### src/rtl/hazard_stall_ctrl.sv
// Hazard/sequencing controller: forwarding selects, load-use and branch
// stalls, control flushes, and a wait-state FSM for the data memory.
// Ports: CLOCK/RESET; ID/EX/MEM/WB register tags and controls in;
// Forward*, Stall*, Flush*, mem_req, mem_err, stall_cnt out.
module hazard_stall_ctrl #(
  parameter int MEM_TIMEOUT = 16,
  parameter int CNT_W       = 32
) (
  input  logic             CLOCK,
  input  logic             RESET,
  input  logic [4:0]       rsD,
  input  logic [4:0]       rtD,
  input  logic             BranchD,
  input  logic             PCSrcD,
  input  logic             JumpD,
  input  logic [4:0]       rsE,
  input  logic [4:0]       rtE,
  input  logic [4:0]       wb_addrE,
  input  logic             RegWriteE,
  input  logic             MemtoRegE,
  input  logic [4:0]       wb_addrM,
  input  logic             RegWriteM,
  input  logic             MemtoRegM,
  input  logic             MemReadM,
  input  logic             MemWriteM,
  input  logic [4:0]       wb_addrW,
  input  logic             RegWriteW,
  input  logic             mem_ready,
  output logic             mem_req,
  output logic [1:0]       ForwardAE,
  output logic [1:0]       ForwardBE,
  output logic             ForwardAD,
  output logic             ForwardBD,
  output logic             StallF,
  output logic             StallD,
  output logic             StallE,
  output logic             StallM,
  output logic             FlushD,
  output logic             FlushE,
  output logic             FlushW,
  output logic             mem_err,
  output logic [CNT_W-1:0] stall_cnt
);

  typedef enum logic [1:0] {
    IDLE     = 2'b00,
    MEM_WAIT = 2'b01,
    ERR      = 2'b10
  } state_t;

  localparam logic [7:0] TMO = 8'(MEM_TIMEOUT);

  state_t     state;
  logic [7:0] wcnt;

  logic mem_acc;
  logic mem_stall;
  logic lw_stall;
  logic br_stall;
  logic hz;
  logic e_hit_d;
  logic m_hit_d;

  assign mem_acc = MemReadM || MemWriteM;

  // EX/MEM destination matches either ID source
  assign e_hit_d = (wb_addrE != 5'd0) &&
                   ((wb_addrE == rsD) || (wb_addrE == rtD));
  assign m_hit_d = (wb_addrM != 5'd0) &&
                   ((wb_addrM == rsD) || (wb_addrM == rtD));

  assign lw_stall = MemtoRegE && RegWriteE && e_hit_d;
  assign br_stall = BranchD &&
                    ((RegWriteE && e_hit_d) || (MemtoRegM && m_hit_d));
  assign hz = lw_stall || br_stall;

  always_comb begin
    ForwardAE = 2'b00;
    ForwardBE = 2'b00;
    ForwardAD = 1'b0;
    ForwardBD = 1'b0;
    if (!RESET) begin
      if (RegWriteM && wb_addrM != 5'd0 && wb_addrM == rsE)
        ForwardAE = 2'b10;
      else if (RegWriteW && wb_addrW != 5'd0 && wb_addrW == rsE)
        ForwardAE = 2'b01;
      if (RegWriteM && wb_addrM != 5'd0 && wb_addrM == rtE)
        ForwardBE = 2'b10;
      else if (RegWriteW && wb_addrW != 5'd0 && wb_addrW == rtE)
        ForwardBE = 2'b01;
      ForwardAD = (rsD != 5'd0) && (rsD == wb_addrM) && RegWriteM;
      ForwardBD = (rtD != 5'd0) && (rtD == wb_addrM) && RegWriteM;
    end
  end

  always_comb begin
    mem_stall = 1'b0;
    mem_req   = 1'b0;
    unique case (state)
      IDLE: begin
        mem_stall = mem_acc && !mem_ready;
        mem_req   = mem_acc;
      end
      MEM_WAIT: begin
        mem_stall = !mem_ready;
        mem_req   = 1'b1;
      end
      ERR: begin
        mem_stall = 1'b1;
      end
      default: ;
    endcase
    // aborts an in-flight access without waiting for the edge
    if (RESET) mem_req = 1'b0;
  end

  always_comb begin
    StallF = 1'b0;
    StallD = 1'b0;
    StallE = 1'b0;
    StallM = 1'b0;
    FlushD = 1'b0;
    FlushE = 1'b0;
    FlushW = 1'b0;
    if (RESET) begin
      FlushD = 1'b1;
      FlushE = 1'b1;
      FlushW = 1'b1;
    end else if (mem_stall) begin
      StallF = 1'b1;
      StallD = 1'b1;
      StallE = 1'b1;
      StallM = 1'b1;
      FlushW = 1'b1;
    end else begin
      StallF = hz;
      StallD = hz;
      FlushE = hz;
      FlushD = (PCSrcD || JumpD) && !hz;
    end
  end

  always_ff @(posedge CLOCK or posedge RESET) begin
    if (RESET) begin
      state     <= IDLE;
      wcnt      <= 8'd0;
      stall_cnt <= '0;
      mem_err   <= 1'b0;
    end else begin
      if (StallF && stall_cnt != '1)
        stall_cnt <= stall_cnt + CNT_W'(1);
      unique case (state)
        IDLE: begin
          if (mem_acc && !mem_ready) begin
            state <= MEM_WAIT;
            wcnt  <= 8'd1;
          end
        end
        MEM_WAIT: begin
          if (mem_ready) begin
            state <= IDLE;
            wcnt  <= 8'd0;
          end else if (wcnt == TMO) begin
            state   <= ERR;
            mem_err <= 1'b1;
          end else begin
            wcnt <= wcnt + 8'd1;
          end
        end
        ERR: ;
        default: state <= IDLE;
      endcase
    end
  end

endmodule
### config.mk
export PLATFORM = sky130hd
export DESIGN_NAME = hazard_stall_ctrl
export DESIGN_NICKNAME = d
export VERILOG_FILES = /design/src/rtl/hazard_stall_ctrl.sv
export SDC_FILE = /design/constraint.sdc
export NUM_CORES = 1
export LEC_CHECK = 0
export BUFFER_PORTS_ARGS = -buffer_cell sky130_fd_sc_hd__buf_2
export CAP_MARGIN = 20
export CORE_MARGIN = 2
export CORE_UTILIZATION = 35
export CTS_BUF_LIST = sky130_fd_sc_hd__clkbuf_8
export DETAILED_ROUTE_END_ITERATION = 7
export HOLD_SLACK_MARGIN = 0.06
export PLACE_DENSITY = 0.55
export SKIP_CTS_REPAIR_TIMING = 1
export SYNTH_ARGS = -nofsm -noshare
export SYNTH_HDL_FRONTEND = slang
export SYNTH_SLANG_ARGS = --single-unit
### constraint.sdc
create_clock -name CLOCK -period 8.8 [get_ports CLOCK]
set_input_delay 1.76 -clock CLOCK [delete_from_list [all_inputs] [get_ports CLOCK]]
set_output_delay 1.76 -clock CLOCK [all_outputs]
set_load 0.005 [all_outputs]
==> impl_metrics.yaml <==
outcome:
  outcome: "complete, no violations"
route:
  first_iter_violations: 104
  drcViolationCount: 0
  wl_um: 6560
  post_drt_via_cell_ratio: 4.99
  ant_nets: 0
  routed_wire_length_per_instance_um: 13.5
  detailed_route_via_count: 2430
  drt_pass1_iterations: 4
floorplanning:
  rows: 32
  io_pins: 95
  floorplan.initialDensity_pct: 36.0
  die_height_um: 93.1
  die_area_sq_um: 8670
  die_x_um: 93.1
  coreArea_sq_um: 7730
setup_path:
  timing.critical_path.to_type: "output port"
  timing.critical_path.arrival_ns: 3.52
  startpoint_type: "primary input"
  worst_r2r_endpoint: "stall_cnt[1]"
  reg2regPathDepth: 7
  crit_type: "primary input to output port"
  worst-r2r-setup-slack_ns: 6.21
  r2r-start: "stall_cnt[0]"
  crit_required_ns: 7.04
  crit_path_max_fanout: 34
timing:
  timing_worst_slew_pin_value_ns: 0.691
  worst_hold_slack_ns: 0.489
  max-slew-margin-rel_pct: 53.9
  skew_ns: 0.00504
  timing.setup.tns_ns: 0
  timing_max_transition_violations_final: 0
  clock_period_minus_final_worst_setup_slack_ns: 5.28
  timing.final.setup_violations: 0
  max_freq_mhz: 190
  final-hold-violation-count: 0
  post-route-period-util_pct: 60.0
  grt_setup_unrepaired: "no"
global_routing:
  antenna_found_initial: 0
  first_global_vias: 2468
  track_usage_pct: 15.8
  largest_net_degree_at_the_start_of_global_routing: 48
  grt_first_pass_wirelength_um: 11200
  globalRouteOverflowTotal: 0
power:
  design_power_total_uw: 458
  switching_power_uw: 136
  power-per-cell-area_nw_per_um2: 134
  worst_ir_drop_vdd_uv: 58.3
  cell_internal_pwr_uw: 322
  comb_power_share_pct: 22.1
  netSwitchingFraction_pct: 29.6
  sequentialPowerShare_pct: 50.4
  clock_power_share_pct: 27.5
  p_leak_nw: 1.61
yosys:
  yosysWarningCount: 0
  synth_area_per_cell_sq_um: 9.36
  postSynth.asyncResetShare_pct: 100
  sequential_element_share_of_the_synthesized_area_pct: 38.7
  synth.area.top_cells: "sky130_fd_sc_hd__dfrtp_1 (39%), sky130_fd_sc_hd__xnor2_1 (14%), sky130_fd_sc_hd__xor2_1 (10%), sky130_fd_sc_hd__nand4_1 (5.2%), sky130_fd_sc_hd__nand3_1 (2.9%)"
  synth_largest_type_area_fraction_pct: 38.7
  synthDistinctLibCells: 39
  ys_seq_elements: 43
  synth_fp_nets: 348
  post_synth_inst_count: 297
  synth_ff_type: "sky130_fd_sc_hd__dfrtp_1"
  synth-edff-count: 0
  synth_top_cell_by_area: "sky130_fd_sc_hd__dfrtp_1"
  synth_area_sq_um: 2780
job:
  cap_violations: 0
clock_tree:
  cts-root-to-sink-buffers: 2
  tritoncts_clock_tree: "done"
  clk_pin_slew_ns: 0.07
  clock-sinks: 43
  clk_latency_ns: 0.29
  cts_root_buf: "sky130_fd_sc_hd__clkbuf_8"
  cts_htree_levels: 2
  cts_made_buffers: 5
final_layout:
  layout-area-overhead-vs-synth_pct: 22.7
  most-common-layout-cells: "sky130_fd_sc_hd__buf_2 (94), sky130_fd_sc_hd__xnor2_1 (44), sky130_fd_sc_hd__dfrtp_1 (43), sky130_fd_sc_hd__xor2_1 (32), sky130_fd_sc_hd__nand4_1 (23)"
  fillers: 770
  multi_input_comb_area_sq_um: 1590
  diodes: 0
  num-nets-final: 436
  seq_area_sq_um: 1080
  layout-drive-gt1-share_pct: 30.1
  layout.cells.most_common: "sky130_fd_sc_hd__buf_2"
min_path:
  hp-class: "register to register"
  hold_path_depth: 1
  whs_endpoint: "stall_cnt[23]"
  hold_path.startpoint: "stall_cnt[23]"
placement:
  finalWeightedCongestion: 0.884
  hpwlAfterDp_um: 5140
  number_of_buffer_cells_added_on_primary_ports: 94
-- power by group through the flow --
stage	registers, mW	clock network, mW	logic [mW]
final	0.231	0.126	0.101
after global routing	0.234	0.140	0.115
after CTS	0.231	0.130	0.101
after detailed placement	0.235	0	0.101
after global placement	0.234	0	0.100
after floorplan	0.232	0	0.0582
-- per-layer routing --
metal	up-vias	share of wire (%)	track usage, %
met5	-	0	0
met4	0	1.4	4.78
met3	8	6.3	3.79
met2	73	45	25.8
met1	1125	47	21.0
li1	1224	-	-
-- final cells by class --
class,instances,share of cell area (%)
clock inverter,1,0.147
tap,102,3.74
clock buffer,6,2.42
inverter,8,0.880
timing repair buffer,96,14.6
multi-input combinational,231,46.7
sequential,43,31.5
-- registers in the layout, summed over array words and instances, names as in the netlist --
register	flops
state	2
mem_err	1
wcnt	8
stall_cnt	32
-- metrics by stage --
stage / setup slack [ns] / area, sq um / std cells / utilization (%)
6_report: 3.52 / 3410 / 487 / 44.2
2_1_floorplan: 3.17 / 2780 / 297 / -
5_1_grt: 3.33 / 3410 / 487 / 44.2
3_5_place_dp: 3.22 / 3300 / 479 / 42.8
3_3_place_gp: 3.28 / 3300 / 479 / 42.8
4_1_cts: 3.21 / 3390 / 486 / 43.9
-- critical path: stages --
cell and delay [ns]:
sky130_fd_sc_hd__buf_2 0.14, sky130_fd_sc_hd__or4_1 0.57, sky130_fd_sc_hd__o211ai_2 0.18, sky130_fd_sc_hd__nor2_1 0.06, sky130_fd_sc_hd__a211o_1 0.29, sky130_fd_sc_hd__buf_4 0.25
sky130_fd_sc_hd__nor2_1 0.14, sky130_fd_sc_hd__buf_2 0.12
-- logic make-up (layout without fill, tap and decap cells) --
logic type      count (synthesis)  in the layout  synth area share [%]
simple gates                  132            132                  26.9
xor+xnor                       76             76                  23.9
flops                          43             43                  38.7
buf+inv                        23            111                  4.01
compound gates                 18             18                  4.28
fa+ha+maj                       3              3                  1.35
mux                             2              2                 0.810
-- synth_stat cells (2+ instances only) --
cell type and n:
sky130_fd_sc_hd__a21oi_1 3, sky130_fd_sc_hd__xor2_1 32, sky130_fd_sc_hd__o21ai_0 6, sky130_fd_sc_hd__clkbuf_1 5, sky130_fd_sc_hd__nor3_1 13, sky130_fd_sc_hd__ha_1 3, sky130_fd_sc_hd__and4_1 2, sky130_fd_sc_hd__nand3_2 4
sky130_fd_sc_hd__and3_1 9, sky130_fd_sc_hd__mux2_2 2, sky130_fd_sc_hd__xnor2_1 44, sky130_fd_sc_hd__nor2_1 20, sky130_fd_sc_hd__dfrtp_1 43, sky130_fd_sc_hd__nand2_1 17, sky130_fd_sc_hd__and3_2 4, sky130_fd_sc_hd__nor4_1 7
sky130_fd_sc_hd__o211ai_1 2, sky130_fd_sc_hd__inv_1 8, sky130_fd_sc_hd__buf_4 3, sky130_fd_sc_hd__nand4_1 23, sky130_fd_sc_hd__nand2b_1 3, sky130_fd_sc_hd__nand3_1 16, sky130_fd_sc_hd__or4_1 8, sky130_fd_sc_hd__buf_2 5
-- worst max-delay path by stage --
stage	start	to	slack, ns	cells after the start
CTS	RESET	ForwardBE[0]	3.21	6
global route	RESET	ForwardBE[0]	3.33	7
floorplan	RESET	ForwardAE[0]	3.17	5
finish	wb_addrM[1]	FlushD	3.52	8
detailed placement	RESET	ForwardBE[0]	3.22	6
global placement	RESET	ForwardBE[0]	3.28	6
No activity file was read; power rests on OpenSTA's default activity.
